<file path="src/rtl/xga_timing_gen_if.sv">
// rtl/xga_timing_gen_if.sv - raster timing bundle between timing source and background generators
interface xga_timing_gen_if;
    logic        pix_en;
    logic [10:0] pix_x;
    logic [10:0] pix_y;
    logic        video_active;
    logic        hsync;
    logic        vsync;
    logic        line_start;
    logic        frame_start;
    logic [9:0]  frame_cnt;

    modport master (
        input  pix_en,
        output pix_x, pix_y, video_active, hsync, vsync, line_start, frame_start, frame_cnt
    );

    modport slave (
        output pix_en,
        input  pix_x, pix_y, video_active, hsync, vsync, line_start, frame_start, frame_cnt
    );
endinterface

</file>
<file path="src/rtl/xga_timing_gen.sv">
// rtl/xga_timing_gen.sv - XGA raster timing source with sync, active flag and frame counter
// Every output is a flop loaded with the decode of the next raster position, so pix_x/pix_y track h/v exactly.
module xga_timing_gen #(
    parameter int unsigned H_ACTIVE = 1024,
    parameter int unsigned H_FP     = 24,
    parameter int unsigned H_SYNC   = 136,
    parameter int unsigned H_BP     = 160,
    parameter int unsigned V_ACTIVE = 768,
    parameter int unsigned V_FP     = 3,
    parameter int unsigned V_SYNC   = 6,
    parameter int unsigned V_BP     = 29,
    parameter logic        H_POL    = 1'b0,
    parameter logic        V_POL    = 1'b0
) (
    input  logic              clk,
    input  logic              rst_n,
    xga_timing_gen_if.master  vid
);

    localparam int unsigned H_TOTAL = H_ACTIVE + H_FP + H_SYNC + H_BP;
    localparam int unsigned V_TOTAL = V_ACTIVE + V_FP + V_SYNC + V_BP;

    localparam logic [10:0] H_LAST       = 11'(H_TOTAL - 1);
    localparam logic [10:0] H_FP_START   = 11'(H_ACTIVE);
    localparam logic [10:0] H_SYNC_START = 11'(H_ACTIVE + H_FP);
    localparam logic [10:0] H_BP_START   = 11'(H_ACTIVE + H_FP + H_SYNC);
    localparam logic [10:0] V_LAST       = 11'(V_TOTAL - 1);
    localparam logic [10:0] V_FP_START   = 11'(V_ACTIVE);
    localparam logic [10:0] V_SYNC_START = 11'(V_ACTIVE + V_FP);
    localparam logic [10:0] V_BP_START   = 11'(V_ACTIVE + V_FP + V_SYNC);

    typedef enum logic [1:0] {
        PH_ACTIVE,
        PH_FPORCH,
        PH_SYNC,
        PH_BPORCH
    } phase_e;

    function automatic phase_e decode_phase(
        input logic [10:0] cnt,
        input logic [10:0] fp_start,
        input logic [10:0] sync_start,
        input logic [10:0] bp_start
    );
        if (cnt < fp_start)        return PH_ACTIVE;
        else if (cnt < sync_start) return PH_FPORCH;
        else if (cnt < bp_start)   return PH_SYNC;
        else                       return PH_BPORCH;
    endfunction

    logic [10:0] h_q, h_d, v_q, v_d;
    logic [10:0] pix_x_q, pix_x_d, pix_y_q, pix_y_d;
    logic        video_active_q, video_active_d;
    logic        hsync_q, hsync_d, vsync_q, vsync_d;
    logic        line_start_q, line_start_d;
    logic        frame_start_q, frame_start_d;
    logic [9:0]  frame_cnt_q, frame_cnt_d;

    logic [10:0] h_nxt, v_nxt;
    phase_e      h_phase, v_phase;

    always_comb begin
        h_nxt = (h_q == H_LAST) ? 11'd0 : h_q + 11'd1;
        v_nxt = v_q;
        if (h_q == H_LAST) begin
            v_nxt = (v_q == V_LAST) ? 11'd0 : v_q + 11'd1;
        end
        h_phase = decode_phase(h_nxt, H_FP_START, H_SYNC_START, H_BP_START);
        v_phase = decode_phase(v_nxt, V_FP_START, V_SYNC_START, V_BP_START);

        h_d            = h_q;
        v_d            = v_q;
        pix_x_d        = pix_x_q;
        pix_y_d        = pix_y_q;
        video_active_d = video_active_q;
        hsync_d        = hsync_q;
        vsync_d        = vsync_q;
        frame_cnt_d    = frame_cnt_q;
        // Pulses are never held: any clk without a pixel slot drops them.
        line_start_d   = 1'b0;
        frame_start_d  = 1'b0;

        if (vid.pix_en) begin
            h_d            = h_nxt;
            v_d            = v_nxt;
            pix_x_d        = h_nxt;
            pix_y_d        = v_nxt;
            video_active_d = (h_phase == PH_ACTIVE) && (v_phase == PH_ACTIVE);
            hsync_d        = (h_phase == PH_SYNC) ? H_POL : ~H_POL;
            // v only changes when h wraps to 0, so vsync edges land on line boundaries.
            vsync_d        = (v_phase == PH_SYNC) ? V_POL : ~V_POL;
            line_start_d   = (h_nxt == 11'd0);
            frame_start_d  = (h_nxt == 11'd0) && (v_nxt == 11'd0);
            if ((h_nxt == 11'd0) && (v_nxt == 11'd0)) begin
                frame_cnt_d = frame_cnt_q + 10'd1;
            end
        end
    end

    always_ff @(posedge clk or negedge rst_n) begin
        if (!rst_n) begin
            h_q            <= H_LAST;
            v_q            <= V_LAST;
            pix_x_q        <= 11'd0;
            pix_y_q        <= 11'd0;
            video_active_q <= 1'b0;
            hsync_q        <= ~H_POL;
            vsync_q        <= ~V_POL;
            line_start_q   <= 1'b0;
            frame_start_q  <= 1'b0;
            frame_cnt_q    <= 10'h3FF;
        end else begin
            h_q            <= h_d;
            v_q            <= v_d;
            pix_x_q        <= pix_x_d;
            pix_y_q        <= pix_y_d;
            video_active_q <= video_active_d;
            hsync_q        <= hsync_d;
            vsync_q        <= vsync_d;
            line_start_q   <= line_start_d;
            frame_start_q  <= frame_start_d;
            frame_cnt_q    <= frame_cnt_d;
        end
    end

    assign vid.pix_x        = pix_x_q;
    assign vid.pix_y        = pix_y_q;
    assign vid.video_active = video_active_q;
    assign vid.hsync        = hsync_q;
    assign vid.vsync        = vsync_q;
    assign vid.line_start   = line_start_q;
    assign vid.frame_start  = frame_start_q;
    assign vid.frame_cnt    = frame_cnt_q;

endmodule
</file>
<file path="src/flat_wrapper.sv">
// flat-port wrapper written by rule: the top's interface ports become plain ports
module xga_timing_gen_flat 
#(
    parameter int unsigned H_ACTIVE = 1024,
    parameter int unsigned H_FP     = 24,
    parameter int unsigned H_SYNC   = 136,
    parameter int unsigned H_BP     = 160,
    parameter int unsigned V_ACTIVE = 768,
    parameter int unsigned V_FP     = 3,
    parameter int unsigned V_SYNC   = 6,
    parameter int unsigned V_BP     = 29,
    parameter logic        H_POL    = 1'b0,
    parameter logic        V_POL    = 1'b0
)
  (clk, rst_n, vid_pix_en, vid_pix_x, vid_pix_y, vid_video_active, vid_hsync, vid_vsync, vid_line_start, vid_frame_start, vid_frame_cnt);
  xga_timing_gen_if vid_i ();
  input  logic clk;
  input  logic rst_n;
  input wire logic [$bits(vid_i.pix_en)-1:0] vid_pix_en;
  output wire logic [$bits(vid_i.pix_x)-1:0] vid_pix_x;
  output wire logic [$bits(vid_i.pix_y)-1:0] vid_pix_y;
  output wire logic [$bits(vid_i.video_active)-1:0] vid_video_active;
  output wire logic [$bits(vid_i.hsync)-1:0] vid_hsync;
  output wire logic [$bits(vid_i.vsync)-1:0] vid_vsync;
  output wire logic [$bits(vid_i.line_start)-1:0] vid_line_start;
  output wire logic [$bits(vid_i.frame_start)-1:0] vid_frame_start;
  output wire logic [$bits(vid_i.frame_cnt)-1:0] vid_frame_cnt;
  assign vid_i.pix_en = vid_pix_en;
  assign vid_pix_x = vid_i.pix_x;
  assign vid_pix_y = vid_i.pix_y;
  assign vid_video_active = vid_i.video_active;
  assign vid_hsync = vid_i.hsync;
  assign vid_vsync = vid_i.vsync;
  assign vid_line_start = vid_i.line_start;
  assign vid_frame_start = vid_i.frame_start;
  assign vid_frame_cnt = vid_i.frame_cnt;
  xga_timing_gen #(.H_ACTIVE(H_ACTIVE), .H_FP(H_FP), .H_SYNC(H_SYNC), .H_BP(H_BP), .V_ACTIVE(V_ACTIVE), .V_FP(V_FP), .V_SYNC(V_SYNC), .V_BP(V_BP), .H_POL(H_POL), .V_POL(V_POL)) u_core (.clk(clk), .rst_n(rst_n), .vid(vid_i));
endmodule
</file>
<file path="config.mk">
export PLATFORM = sky130hd
export DESIGN_NAME = xga_timing_gen_flat
export DESIGN_NICKNAME = d
export VERILOG_FILES = /design/src/rtl/xga_timing_gen_if.sv /design/src/rtl/xga_timing_gen.sv /design/src/flat_wrapper.sv
export SDC_FILE = /design/constraint.sdc
export NUM_CORES = 1
export LEC_CHECK = 0
export CAP_MARGIN = 10
export CELL_PAD_IN_SITES_DETAIL_PLACEMENT = 1
export CELL_PAD_IN_SITES_GLOBAL_PLACEMENT = 1
export CORE_ASPECT_RATIO = 0.75
export CORE_MARGIN = 1
export CORE_UTILIZATION = 44
export CTS_BUF_LIST = sky130_fd_sc_hd__clkbuf_4 sky130_fd_sc_hd__clkbuf_8
export CTS_CLUSTER_SIZE = 16
export DETAILED_ROUTE_END_ITERATION = 12
export HOLD_SLACK_MARGIN = 0.12
export PLACE_DENSITY_LB_ADDON = 0.1
export SYNTH_ARGS = -nofsm -noshare
export SYNTH_HDL_FRONTEND = slang
export SYNTH_SLANG_ARGS = --single-unit
</file>
<file path="constraint.sdc">
create_clock -name clk -period 2.9 [get_ports clk]
set_input_delay 0.87 -clock clk [delete_from_list [all_inputs] [get_ports clk]]
set_output_delay 0.87 -clock clk [all_outputs]
set_load 0.02 [all_outputs]
</file>
# == Yosys cells after proc, flatten, opt, wreduce, memory -nomap -nowiden ==
# Cells that the tools add are included.
# totals
reg_bits,59
output_inout_bits,37
elab_cells,43
# classes
add_sub_neg,3
n_lt_le_gt_ge,6
n_eq_ne,4
mux,13
reduce_logical,7
# op_table
operator,n
"11-bit by 10-bit < comparator with 1-bit output, second input constant",3
"11-bit < comparator, second input constant",3
11-bit two-way mux,3
"11-bit by 1-bit adder with 11-bit output, second input constant",2
11-bit zero test,2
"11-bit by 10-bit equality test with 1-bit output, second input constant",1
"11-bit equality test, second input constant",1
"10-bit by 1-bit adder with 10-bit output, second input constant",1
2-bit two-way mux,4
1-bit two-way mux,6
"2-bit equality test, second input constant",2
2-bit zero test,2
1-bit logical AND,2
2-bit AND reduction,1

# == Logic depth before layout (Yosys ltp) ==
# depth
depth_word,9
ltp_mapped,11
ltp_nobuf,9

# == Worst setup path after synthesis ==
# No wires, ideal clock.
# synth_path
path_kind,flip-flop to flip-flop
start,reg u_core.h_q[0]
end,"reg u_core.frame_cnt_q[1], in the netlist u_core.vid.frame_cnt[1]"
setup_ns,0.085
arrival_ns,2.613
required_time_ns,2.815
setup_slack_ns,0.203
stages_incl_launch_ff,12
path_buffers,3
synth_period_minus_slack_ns,2.697
cell_sequence,dfstp_2 ha_1 and3_1 buf_6 and4_4 buf_6 buf_6 nand4_1 a222oi_1 nand3b_2 nor3_4 mux2_1
# synth_between
elab_chain_len,5
elab_cells_between_ends,8
cone_classes,add/sub (1); eq/ne (1); mux (2); reduce/logical (4)
# synth_rtl
element,line_no,rtl
start: declaration,xga_timing_gen.sv:51,"logic [10:0] h_q, h_d, v_q, v_d;"
start signal: assignment,xga_timing_gen.sv:102,h_q <= H_LAST;
start signal: assignment,xga_timing_gen.sv:113,h_q <= h_d;
11-bit by 1-bit adder with 11-bit output or 11-bit equality test (tied branches),"xga_timing_gen.sv:63, xga_timing_gen.sv:65",
"11-bit two-way mux, on equally long branches","xga_timing_gen.sv:63, xga_timing_gen.sv:65",
11-bit zero test,xga_timing_gen.sv:94,if ((h_nxt == 11'd0) && (v_nxt == 11'd0)) begin
1-bit logical AND (*),xga_timing_gen.sv:94,
2-bit AND reduction (no line) (*),-,
end signal: assignment,xga_timing_gen.sv:122,frame_cnt_q <= frame_cnt_d;
end: declaration,xga_timing_gen.sv:57,"logic [9:0] frame_cnt_q, frame_cnt_d;"
# Mark *: on every way between the ends. The rest lies on a longest branch, timed or not.
# A chain may end at the register's enable or synchronous reset.

# == Worst setup path after layout ==
# layout_path
start,reg u_core.h_q[2]
end,"reg u_core.frame_cnt_q[6], in the netlist u_core.vid.frame_cnt[6]"
# Same word-level chain as after synthesis.

==> results.sh <==
export IMPL_drive_gt1_frac=0.2418
export IMPL_synth_fp_nets=329
export IMPL_hpwl_um=5516
export IMPL_pre_cts_slack_ps=49.60
export IMPL_grt_max_degree=51
export IMPL_ys_ff_latch=50
export IMPL_seq_power_share=0.491
export IMPL_syn_area_per_cell_um2=9.320
export IMPL_cp_slowest_cell="dfstp_2"
export IMPL_gp_congestion=0.8575
export IMPL_fin_crit_sh=0.9913
export IMPL_io_pins=40
export IMPL_via_per_inst=5.917
export IMPL_clock_sinks=50
export IMPL_vias=2633
export IMPL_power_internal_mw=1.247
export IMPL_clock_fmax_mhz=347.9
export IMPL_hold_buffers=0
export IMPL_outcome="finished clean"
export IMPL_synthArstFlopShare=1.000
export IMPL_dieArea_um2=7136
export IMPL_worstSetupPathType="flop to flop"
export IMPL_numCtsBuffers=5
export IMPL_final_area_um2=3725
export IMPL_irDropWorstVdd_mv=0.3746
export IMPL_hold_class="flop to flop"
export IMPL_place_area_um2=3437
export IMPL_fin_nets=371
export IMPL_yosys_most_used_dff="dfstp_2"
export IMPL_drtIter0Drc=146
export IMPL_crit_path_end_kind="flop"
export IMPL_antenna_cells=0
export IMPL_ys_warn_count=0
export IMPL_cts_root_buf="clkbuf_8"
export IMPL_cts_max_level=2
export IMPL_setup_viol=0
export IMPL_die_w_um=97.21
export IMPL_path_buf_inv=1
export IMPL_ys_types=56
export IMPL_clock_skew_ps=9.996
export IMPL_multi_input_area_um2=1619
export IMPL_grt_pass1_vias=2446
export IMPL_slew_headroom=0.6160
export IMPL_fillers=752
export IMPL_start_util=0.4643
export IMPL_ys_seq_area_frac=0.4287
export IMPL_reg2reg_depth=8
export IMPL_p_clk_frac=0.232
export IMPL_p_sw_mw=0.6128
export IMPL_die_h_um=73.41
export IMPL_hold_slack_ps=501.8
export IMPL_path_cells="and4_1, nor4b_1, a211oi_1, nor3_1, nand3_2, buf_4, nor4_1, xor2_1"
export IMPL_clk_pin_slew_ps=90
export IMPL_crit_family="simple AND/OR/NAND/NOR gates"
export IMPL_drc=0
export IMPL_maxCapViolCount=0
export IMPL_startpoint_type="flop"
export IMPL_core_um2=6444
export IMPL_netlist_top_cells_area="dfstp_2, dfrtp_1, xnor2_1"
export IMPL_sw_frac_of_total=0.3295
export IMPL_synth_edf_count=0
export IMPL_cp_depth=8
export IMPL_wl_per_cell_um=18.52
export IMPL_postSynthCellCount=321
export IMPL_fin_crit_ps=2875
export IMPL_drt_antenna_violating_nets=0
export IMPL_routed_wirelength_um=8243
export IMPL_overflow=0
export IMPL_dr_pass1_iters=4
export IMPL_synth_top_cell_area_share=0.2196
export IMPL_rsz0062_at_grt="yes"
export IMPL_clock_path_buffers=2
export IMPL_crit_fanout=8
export IMPL_hold_viol_final=0
export IMPL_static_leakage_power_nw=1.461
export IMPL_arrival_ps=3110
export IMPL_p_comb_frac=0.277
export IMPL_worst_pin_slew_ps=575.9
export IMPL_portBuffers=39
export IMPL_clk_latency_ps=310
export IMPL_cp_required_ps=3140
export IMPL_row_count=25
export IMPL_cpPeakStageDelay_ps=630
export IMPL_seqCellArea_um2=1282
export IMPL_grt_usage=0.2242
export IMPL_synth_area_leader_cell="dfstp_2"
export IMPL_power_density_nw_per_um2=499.3
export IMPL_area_delta_synth_final_pct=24.51
export IMPL_syn_area_um2=2992
export IMPL_grt_pass1_wl_um=12610
export IMPL_layout_setup_ws_ps=25.32
export IMPL_hold_depth=1
export IMPL_antenna_found_initial=0
export IMPL_slew_viol_final=0
export IMPL_cts_tree="built"
worst reg2reg max path, stage by stage, from the launching register on:
cell	delay, ps
dfstp_2	630
and4_1	350
nor4b_1	500
a211oi_1	170
nor3_1	340
nand3_2	90
buf_4	200
nor4_1	350
xor2_1	180
layout by cell type, fill, tap and decap left out, types with 12 or more instances in the layout:
cell type / instances
a21oi_1: 16
buf_4: 24
clkdlybuf4s50_1: 38
dfrtp_1: 25
dfstp_2: 25
inv_1: 12
nand2_1: 27
nand4_1: 14
nor2_1: 27
o21ai_0: 18
xnor2_1: 15
xor2_1: 12
final timing paths:
kind,startpoint,to,slack (ps)
setup / recovery,u_core.h_q[2],u_core.vid.frame_cnt[6],30
min in group asynchronous,rst_n,u_core.vid.pix_x[4],540
hold / removal,u_core.vid.pix_x[5],u_core.vid.pix_x[5],500
setup reg to reg,u_core.h_q[2],u_core.vid.frame_cnt[6],30
max in group asynchronous,rst_n,u_core.vid.vsync,2070
hold reg to reg,u_core.vid.pix_x[5],u_core.vid.pix_x[5],500
power by group through the flow:
stage | registers (mW) | logic [mW] | clock network [mW]
floorplan | 0.926 | 0.304 | 0
global placement | 0.916 | 0.483 | 0
detailed placement | 0.921 | 0.495 | 0
CTS | 0.909 | 0.498 | 0.443
global route | 0.929 | 0.560 | 0.468
finish | 0.913 | 0.515 | 0.431
layout make-up:
type,instances,share of cell area
multi-input cells,230,0.4347
flip-flops and latches,50,0.3443
repair buffers,64,0.1572
well taps,81,0.02721
clock buffers,8,0.02452
inverters,12,0.01209
routing by layer:
metal / global-route usage / share of wire / wire (um)
met1: 0.3438 / 0.52 / 4284
met5: 0 / 0 / 0
met2: 0.3318 / 0.43 / 3573
met3: 0.03711 / 0.036 / 298
met4: 0.04902 / 0.010 / 86
state kept, by name, indices dropped and copies added (netlist names):
signal,flops
u_core.h_q,8
u_core.v_q,5
u_core.vid.frame_cnt,10
u_core.vid.frame_start,1
u_core.vid.hsync,1
u_core.vid.line_start,1
u_core.vid.pix_x,11
u_core.vid.pix_y,11
u_core.vid.video_active,1
u_core.vid.vsync,1
per-stage QoR:
stage	instances	power, mW	util	TNS, ps
after CTS	436	1.849	0.5476	0
after detailed placement	428	1.416	0.5334	0
after global placement	428	1.399	0.5334	0
after global routing	445	1.957	0.5781	-514.2
after floorplan	321	1.230	-	0
final	445	1.860	0.5781	0
kinds of logic (layout without fill, tap and decap cells):
kind of cell / after synthesis / count (layout) / share of synthesized area
mux: 6 / 6 / 0.02133
fa+ha+maj: 5 / 5 / 0.02091
buf+inv: 43 / 84 / 0.07821
xor+xnor: 27 / 27 / 0.07905
flops: 50 / 50 / 0.4287
simple gates: 128 / 130 / 0.2338
compound gates: 62 / 62 / 0.1380
what timing repair did:
action	in CTS	in global routing
resized for setup	0	22
endpoints found under the setup margin	0	9
buffers inserted	0	7
hold endpoints to repair	0	0
synthesized netlist by cell type (2+ instances only):
cell type and count:
o2bb2ai_1 3, a211o_1 2, buf_4 9, a211oi_1 3
a21oi_1 16, and4_1 4, xor2_1 12, and2_1 3
nand4_1 14, xnor2_1 15, nor4b_1 2, buf_1 2
nor3_1 10, o21ai_0 18, dfstp_2 25, mux2i_1 3
nand2_1 27, nand3_1 12, buf_6 4, dfrtp_1 25
a31oi_1 3, and3_1 8, nand2b_1 2, nor4_1 8
ha_1 5, mux2_2 2, nor2_1 28, o31ai_1 4
inv_1 12, clkbuf_1 9, buf_2 6
(Power assumes the default switching activity.)
